## src/rtl/exec_cont.sv

```systemverilog
// exec_cont: execute-stage controller of the accumulator processor.
// Takes an instruction {opcode[2:0], operand[AW-1:0]} from the stage register over a
// valid/ready handshake, sequences data-RAM reads and writes, and owns the accumulator
// and the zero and carry flags. Jumps request a PC reload. HLT stops the machine until
// the next reset.
//
// Ports:
//   clk, reset            system clock; asynchronous active-high reset
//   instr_valid, instr_in incoming instruction from the stage register
//   exec_ready            high only in IDLE; an instruction is accepted on valid & ready
//   dmem_en/we/addr/wdata data-RAM request (wdata is always the accumulator)
//   dmem_rdata            data-RAM read data, valid one cycle after the read request
//   pc_load, pc_load_val  one-cycle PC reload request and jump target
//   acc_out, z_flag, c_flag, halted  architectural state
// All outputs are decoded from registered state only.
module exec_cont #(
    parameter int unsigned DW = 8,
    parameter int unsigned AW = 5
) (
    input  logic          clk,
    input  logic          reset,
    input  logic          instr_valid,
    input  logic [AW+2:0] instr_in,
    output logic          exec_ready,
    output logic          dmem_en,
    output logic          dmem_we,
    output logic [AW-1:0] dmem_addr,
    output logic [DW-1:0] dmem_wdata,
    input  logic [DW-1:0] dmem_rdata,
    output logic          pc_load,
    output logic [AW-1:0] pc_load_val,
    output logic [DW-1:0] acc_out,
    output logic          z_flag,
    output logic          c_flag,
    output logic          halted
);

    localparam logic [2:0] OpNop = 3'b000;
    localparam logic [2:0] OpLda = 3'b001;
    localparam logic [2:0] OpSta = 3'b010;
    localparam logic [2:0] OpAdd = 3'b011;
    localparam logic [2:0] OpSub = 3'b100;
    localparam logic [2:0] OpJmp = 3'b101;
    localparam logic [2:0] OpJz  = 3'b110;
    localparam logic [2:0] OpHlt = 3'b111;

    typedef enum logic [2:0] {
        StIdle,
        StDecode,
        StMemRd,
        StExec,
        StWrite,
        StHalt
    } stateT;

    stateT         stateQ, stateD;
    logic [AW+2:0] irQ, irD;
    logic [DW-1:0] accQ, accD;
    logic          zQ, zD;
    logic          cQ, cD;

    logic [2:0]    opcode;
    logic [AW-1:0] operand;
    logic [DW:0]   sum;
    logic [DW:0]   diff;

    assign opcode  = irQ[AW+2:AW];
    assign operand = irQ[AW-1:0];

    // One extra bit carries out of the add; in the subtract it goes high exactly when
    // acc < rdata, which is the borrow.
    assign sum  = {1'b0, accQ} + {1'b0, dmem_rdata};
    assign diff = {1'b0, accQ} - {1'b0, dmem_rdata};

    // State register
    always_ff @(posedge clk or posedge reset) begin
        if (reset) begin
            stateQ <= StIdle;
            irQ    <= '0;
            accQ   <= '0;
            zQ     <= 1'b1;
            cQ     <= 1'b0;
        end else begin
            stateQ <= stateD;
            irQ    <= irD;
            accQ   <= accD;
            zQ     <= zD;
            cQ     <= cD;
        end
    end

    // Next-state and datapath update
    always_comb begin
        stateD = stateQ;
        irD    = irQ;
        accD   = accQ;
        zD     = zQ;
        cD     = cQ;
        unique case (stateQ)
            StIdle: begin
                if (instr_valid) begin
                    irD    = instr_in;
                    stateD = StDecode;
                end
            end
            StDecode: begin
                unique case (opcode)
                    OpLda, OpAdd, OpSub: stateD = StMemRd;
                    OpSta:               stateD = StWrite;
                    OpHlt:               stateD = StHalt;
                    default:             stateD = StIdle;  // NOP, JMP, JZ
                endcase
            end
            StMemRd: stateD = StExec;
            StExec: begin
                unique case (opcode)
                    OpAdd: {cD, accD} = sum;
                    OpSub: begin
                        accD = diff[DW-1:0];
                        cD   = diff[DW];
                    end
                    default: accD = dmem_rdata;  // LDA leaves carry alone
                endcase
                zD     = (accD == '0);
                stateD = StIdle;
            end
            StWrite: stateD = StIdle;
            StHalt:  stateD = StHalt;
            default: stateD = StIdle;
        endcase
    end

    // Moore output decode
    always_comb begin
        exec_ready  = 1'b0;
        dmem_en     = 1'b0;
        dmem_we     = 1'b0;
        dmem_addr   = '0;
        pc_load     = 1'b0;
        pc_load_val = '0;
        halted      = 1'b0;
        unique case (stateQ)
            StIdle: exec_ready = 1'b1;
            StDecode: begin
                if (opcode == OpJmp) begin
                    pc_load     = 1'b1;
                    pc_load_val = operand;
                end else if (opcode == OpJz) begin
                    pc_load     = zQ;
                    pc_load_val = operand;
                end
            end
            StMemRd: begin
                dmem_en   = 1'b1;
                dmem_addr = operand;
            end
            StWrite: begin
                dmem_en   = 1'b1;
                dmem_we   = 1'b1;
                dmem_addr = operand;
            end
            StHalt:  halted = 1'b1;
            default: ;
        endcase
    end

    assign dmem_wdata = accQ;
    assign acc_out    = accQ;
    assign z_flag     = zQ;
    assign c_flag     = cQ;

endmodule

```

## config.mk

```make
export PLATFORM = sky130hd
export DESIGN_NAME = exec_cont
export DESIGN_NICKNAME = d
export VERILOG_FILES = /design/src/rtl/exec_cont.sv
export SDC_FILE = /design/constraint.sdc
export NUM_CORES = 1
export LEC_CHECK = 0
export ABC_AREA = 1
export ABC_CLOCK_PERIOD_IN_PS = 4580
export BUFFER_PORTS_ARGS = -buffer_cell sky130_fd_sc_hd__buf_2
export CAP_MARGIN = 20
export CORE_MARGIN = 2
export CORE_UTILIZATION = 36
export CTS_BUF_LIST = sky130_fd_sc_hd__clkbuf_2 sky130_fd_sc_hd__clkbuf_4 sky130_fd_sc_hd__clkbuf_8
export CTS_CLUSTER_DIAMETER = 40
export DETAILED_ROUTE_END_ITERATION = 8
export PLACE_DENSITY_LB_ADDON = 0.05
export SYNTH_ARGS = -nofsm -noshare
export SYNTH_HDL_FRONTEND = slang
export SYNTH_SLANG_ARGS = --single-unit
```

## constraint.sdc

```tcl
create_clock -name clk -period 4.58 [get_ports clk]
set_input_delay 0.458 -clock clk [delete_from_list [all_inputs] [get_ports clk]]
set_output_delay 0.458 -clock clk [all_outputs]
set_load 0.02 [all_outputs]
```

==> flow_summary.html <==
<table>
<tr><th>Metric</th><th>Value</th></tr>
<tr><th colspan="2">Die</th></tr>
<tr><td>Initial core utilization</td><td>38.0%</td></tr>
<tr><td>Count of boundary I/O pins</td><td>52</td></tr>
<tr><td>DIE WIDTH</td><td>78.1 um</td></tr>
<tr><td>Std-Cell Rows</td><td>26</td></tr>
<tr><td>Die Height</td><td>78.1 um</td></tr>
<tr><td>Core box area</td><td>5200 um^2</td></tr>
<tr><td>Die area</td><td>around 6100 um^2</td></tr>
<tr><th colspan="2">Route</th></tr>
<tr><td>Vias per Instance</td><td>4.55</td></tr>
<tr><td>Met1 layer wirelength in the final routing</td><td>2490 um</td></tr>
<tr><td>Antenna viol nets, final</td><td>0</td></tr>
<tr><td>Met3 wire length</td><td>261 um</td></tr>
<tr><td>Number of detailed-routing iterations run before antenna repair</td><td>4</td></tr>
<tr><td>WL per Instance</td><td>approximately 12 um</td></tr>
<tr><td>DRC marker count from the first detailed-route iteration</td><td>74</td></tr>
<tr><td>Vias</td><td>1906</td></tr>
<tr><td>Remaining DRCs</td><td>0</td></tr>
<tr><td>Total length of routed met2 wires</td><td>2170 um</td></tr>
<tr><td>Routed wire length</td><td>4930 um</td></tr>
<tr><td>Top metal layer carrying routed signals</td><td>met4</td></tr>
<tr><th colspan="2">Power and ir drop</th></tr>
<tr><td>Sequential Power Share</td><td>about 23%</td></tr>
<tr><td>Leak pwr</td><td>1.35 nW</td></tr>
<tr><td>Internal</td><td>0.722 mW</td></tr>
<tr><td>Net switching fraction of the power</td><td>56.1%</td></tr>
<tr><td>IR drop worst, VDD</td><td>351 uV</td></tr>
<tr><td>Pwr dens</td><td>between 700 and 800 nW/um^2</td></tr>
<tr><td>Net load switching power</td><td>0.921 mW</td></tr>
<tr><td>Clock power frac</td><td>7.8%</td></tr>
<tr><td>Share of total power in combinational logic</td><td>69.2%</td></tr>
<tr><th colspan="2">Timing</th></tr>
<tr><td>Slew Limit Fails</td><td>0</td></tr>
<tr><td>Finish-stage setup viols</td><td>0</td></tr>
<tr><td>Worst Skew</td><td>2.06 ps</td></tr>
<tr><td>Total negative setup slack</td><td>0 ps</td></tr>
<tr><td>Period Utilization, post-route</td><td>47.8%</td></tr>
<tr><td>Slew at the pin closest to its max-slew limit</td><td>843 ps</td></tr>
<tr><td>Fmax</td><td>about 460 MHz</td></tr>
<tr><td>Remaining max-slew budget at the tightest pin</td><td>43.7%</td></tr>
<tr><td>Min Clock Period, post-route</td><td>2190 ps</td></tr>
<tr><td>Setup repair after global routing missed its margin</td><td>false</td></tr>
<tr><td>Final Hold Violating Endpoints</td><td>0</td></tr>
<tr><th colspan="2">Place</th></tr>
<tr><td>Placed cell area</td><td>2240 um^2</td></tr>
<tr><td>Number of port buffers</td><td>51</td></tr>
<tr><td>Estimated wirelength of the detail-placed design</td><td>3970 um</td></tr>
<tr><td>Final weighted congestion in routability-driven placement</td><td>0.772</td></tr>
<tr><th colspan="2">Clocking</th></tr>
<tr><td>Number of levels in the clock H-tree</td><td>1</td></tr>
<tr><td>Clk sink count</td><td>21</td></tr>
<tr><td>Post-CTS Setup Repair Bufs</td><td>0</td></tr>
<tr><td>CTS tree</td><td>done</td></tr>
<tr><td>Number of hold buffers added after cts</td><td>0</td></tr>
<tr><td>Buffer depth of the longest clock path</td><td>2</td></tr>
<tr><td>Number of instances resized during post-cts repair</td><td>0</td></tr>
<tr><td>Clock buffer count from CTS</td><td>3</td></tr>
<tr><td>CTS root buf</td><td>clkbuf_8</td></tr>
<tr><td>Insertion delay of the later-clocked pin in the worst-skew pair</td><td>260 ps</td></tr>
<tr><td>Clock transition at the registers of the reported paths</td><td>~80 ps</td></tr>
<tr><th colspan="2">Yosys</th></tr>
<tr><td>Proportion of register bits with asynchronous set or reset after synthesis</td><td>100%</td></tr>
<tr><td>Number of enable-type register cells in the synthesized netlist</td><td>0</td></tr>
<tr><td>Number of library cell types mapped by synthesis</td><td>28</td></tr>
<tr><td>Post-synthesis register bit count</td><td>21</td></tr>
<tr><td>Sequential share of the synthesized area</td><td>26.6%</td></tr>
<tr><td>Ys flop type</td><td>dfrtp_1</td></tr>
<tr><td>Synth Area per Inst</td><td>approximately 6.5 um^2</td></tr>
<tr><td>Count of warnings emitted by yosys</td><td>0</td></tr>
<tr><td>Library cell with the largest summed area after synthesis</td><td>dfrtp_1</td></tr>
<tr><td>Area of the mapped netlist</td><td>1980 um^2</td></tr>
<tr><td>Main area contributors after synthesis</td><td>dfrtp_1 (25%), nand2_1 (16%), ha_1 (11%)</td></tr>
<tr><td>Syn Nets</td><td>343</td></tr>
<tr><td>Fraction of post-synthesis cell area in the top cell type by area</td><td>25.3%</td></tr>
<tr><td>Synth Instances</td><td>305</td></tr>
<tr><th colspan="2">Final layout</th></tr>
<tr><td>Final Util</td><td>43.9%</td></tr>
<tr><td>Diodes inserted</td><td>0</td></tr>
<tr><td>Post-synthesis to final-layout area growth</td><td>15.6%</td></tr>
<tr><td>Fill cell total of the finished layout</td><td>between 500 and 600</td></tr>
<tr><td>Final design area excluding fillers</td><td>~2300 um^2</td></tr>
<tr><td>Nets</td><td>388</td></tr>
<tr><td>Share of layout cells above drive strength 1</td><td>20.3%</td></tr>
<tr><th colspan="2">Global route</th></tr>
<tr><td>Total track usage</td><td>16.4%</td></tr>
<tr><td>Via count of the first global-routing pass</td><td>roughly 1700</td></tr>
<tr><td>Initial antenna violation count</td><td>0</td></tr>
<tr><td>Remaining global-route overflow</td><td>0</td></tr>
<tr><td>Global-route wire length before repair</td><td>8140 um</td></tr>
<tr><td>Largest net degree at the start of global routing</td><td>22</td></tr>
<tr><th colspan="2">Run</th></tr>
<tr><td>Total of max-cap violations</td><td>0</td></tr>
<tr><th colspan="2">Setup path</th></tr>
<tr><td>Critical path class</td><td>reg2out</td></tr>
<tr><td>Peak fanout along the critical path</td><td>6</td></tr>
<tr><td>Worst EP required</td><td>4120 ps</td></tr>
<tr><td>Setup crit start kind</td><td>register</td></tr>
<tr><td>Crit path arrival time</td><td>around 1700 ps</td></tr>
<tr><td>Kind of end point of the critical path</td><td>output pin</td></tr>
<tr><th colspan="2">Outcome</th></tr>
<tr><td>Status</td><td>finished, final reports clean</td></tr>
<tr><th colspan="2">Worst hold path</th></tr>
<tr><td>Path class of the lowest-slack min-delay path</td><td>in2async</td></tr>
</table>
## registers in the layout, indices dropped and copies added (netlist names)
signal	count
c_flag	1
acc_out	8
irQ	8
z_flag	1
stateQ	3
## path summary, 6_finish.rpt
check,cells past startpoint,slack [ps],end,from
min in group clk,2,430,irQ[6],instr_in[6]
hold / removal,2,360,irQ[0],reset
hold reg to reg,2,480,z_flag,z_flag
max in group asynchronous,2,3700,acc_out[4],reset
setup / recovery,6,2390,pc_load,stateQ[1]
setup reg to reg,15,2580,z_flag,acc_out[0]
## synthesized netlist by cell type (2+ instances only)
cell	number
nand3b_1	3
o31ai_1	2
nand2_4	2
inv_1	50
nand3_1	26
nand2_1	82
fa_1	2
dfrtp_1	20
o21ai_0	6
a21oi_1	16
nor3_1	4
a31oi_1	2
nor2_2	3
inv_2	3
nor2_1	44
ha_1	17
nand4_1	2
nand2_2	3
buf_4	9
## critical path: stages, from the launching register on
cell and delay [ps]:
dfrtp_1 430, nor2_1 150, inv_1 100, nor2_1 90, nand4_1 230, o21ba_2 320, buf_2 160
## layout by cell type (no fill, tap or decap)
master    count
nand4_1       2
nand2_4       2
clkbuf_8      3
nor3_1        4
inv_1        50
nand3b_1      3
a31oi_1       2
buf_2        51
o21a_1        1
o31ai_1       2
nand2_2       3
ha_1         17
nor2_2        3
nand2_1      82
nand3_2       1
mux2_2        1
clkinv_1      1
nor2_1       44
o21ba_2       1
inv_2         3
a21oi_1      16
nand3_1      26
fa_1          2
nor3_4        1
o21ai_0       6
dfrtp_1      20
dfstp_2       1
clkbuf_4      1
## area by class of cell
cell class	count	area, um^2	area share [%]
sequential	21	527	23.1
tap	70	87.6	3.83
multi-input combinational	219	1160	50.9
clock buffer	4	48.8	2.14
inverter	54	203	8.87
timing repair buffer	51	255	11.2
## cell families (layout without fill, tap and decap cells)
| logic type | Yosys count | count (layout) | share of synthesized area [%] |
|---|---|---|---|
| and+or+nand+nor | 171 | 171 | 37.7 |
| buffers and inverters | 65 | 109 | 14.5 |
| AOI/OAI and AO/OA | 28 | 28 | 7.85 |
| DFF | 21 | 21 | 26.6 |
| adders and majority gates | 19 | 19 | 12.8 |
| muxes | 1 | 1 | 0.570 |
## per-layer routing
metal,up-vias,global-route usage [%]
li1,1024,-
met1,839,23.6
met2,41,26.9
met3,2,2.87
met4,0,1.58
met5,-,0
## per-stage QoR
step           std cells  hold WS [ps]  power, mW  worst slack (ps)
4_1_cts              419           382       1.66              2360
5_1_grt              419           430       1.83              2270
3_5_place_dp         415           480       1.53              2450
3_3_place_gp         415           490       1.53              2490
2_1_floorplan        305           434       1.26              2430
6_report             419           358       1.64              2390
## power by group through the flow
stage          registers, mW  logic, mW  clock network, mW
2_1_floorplan          0.414      0.848                  0
3_3_place_gp           0.384       1.15                  0
3_5_place_dp           0.384       1.14                  0
4_1_cts                0.382       1.15              0.132
5_1_grt                0.396       1.29              0.138
6_report               0.378       1.14              0.128
(Power assumes the default switching activity.)
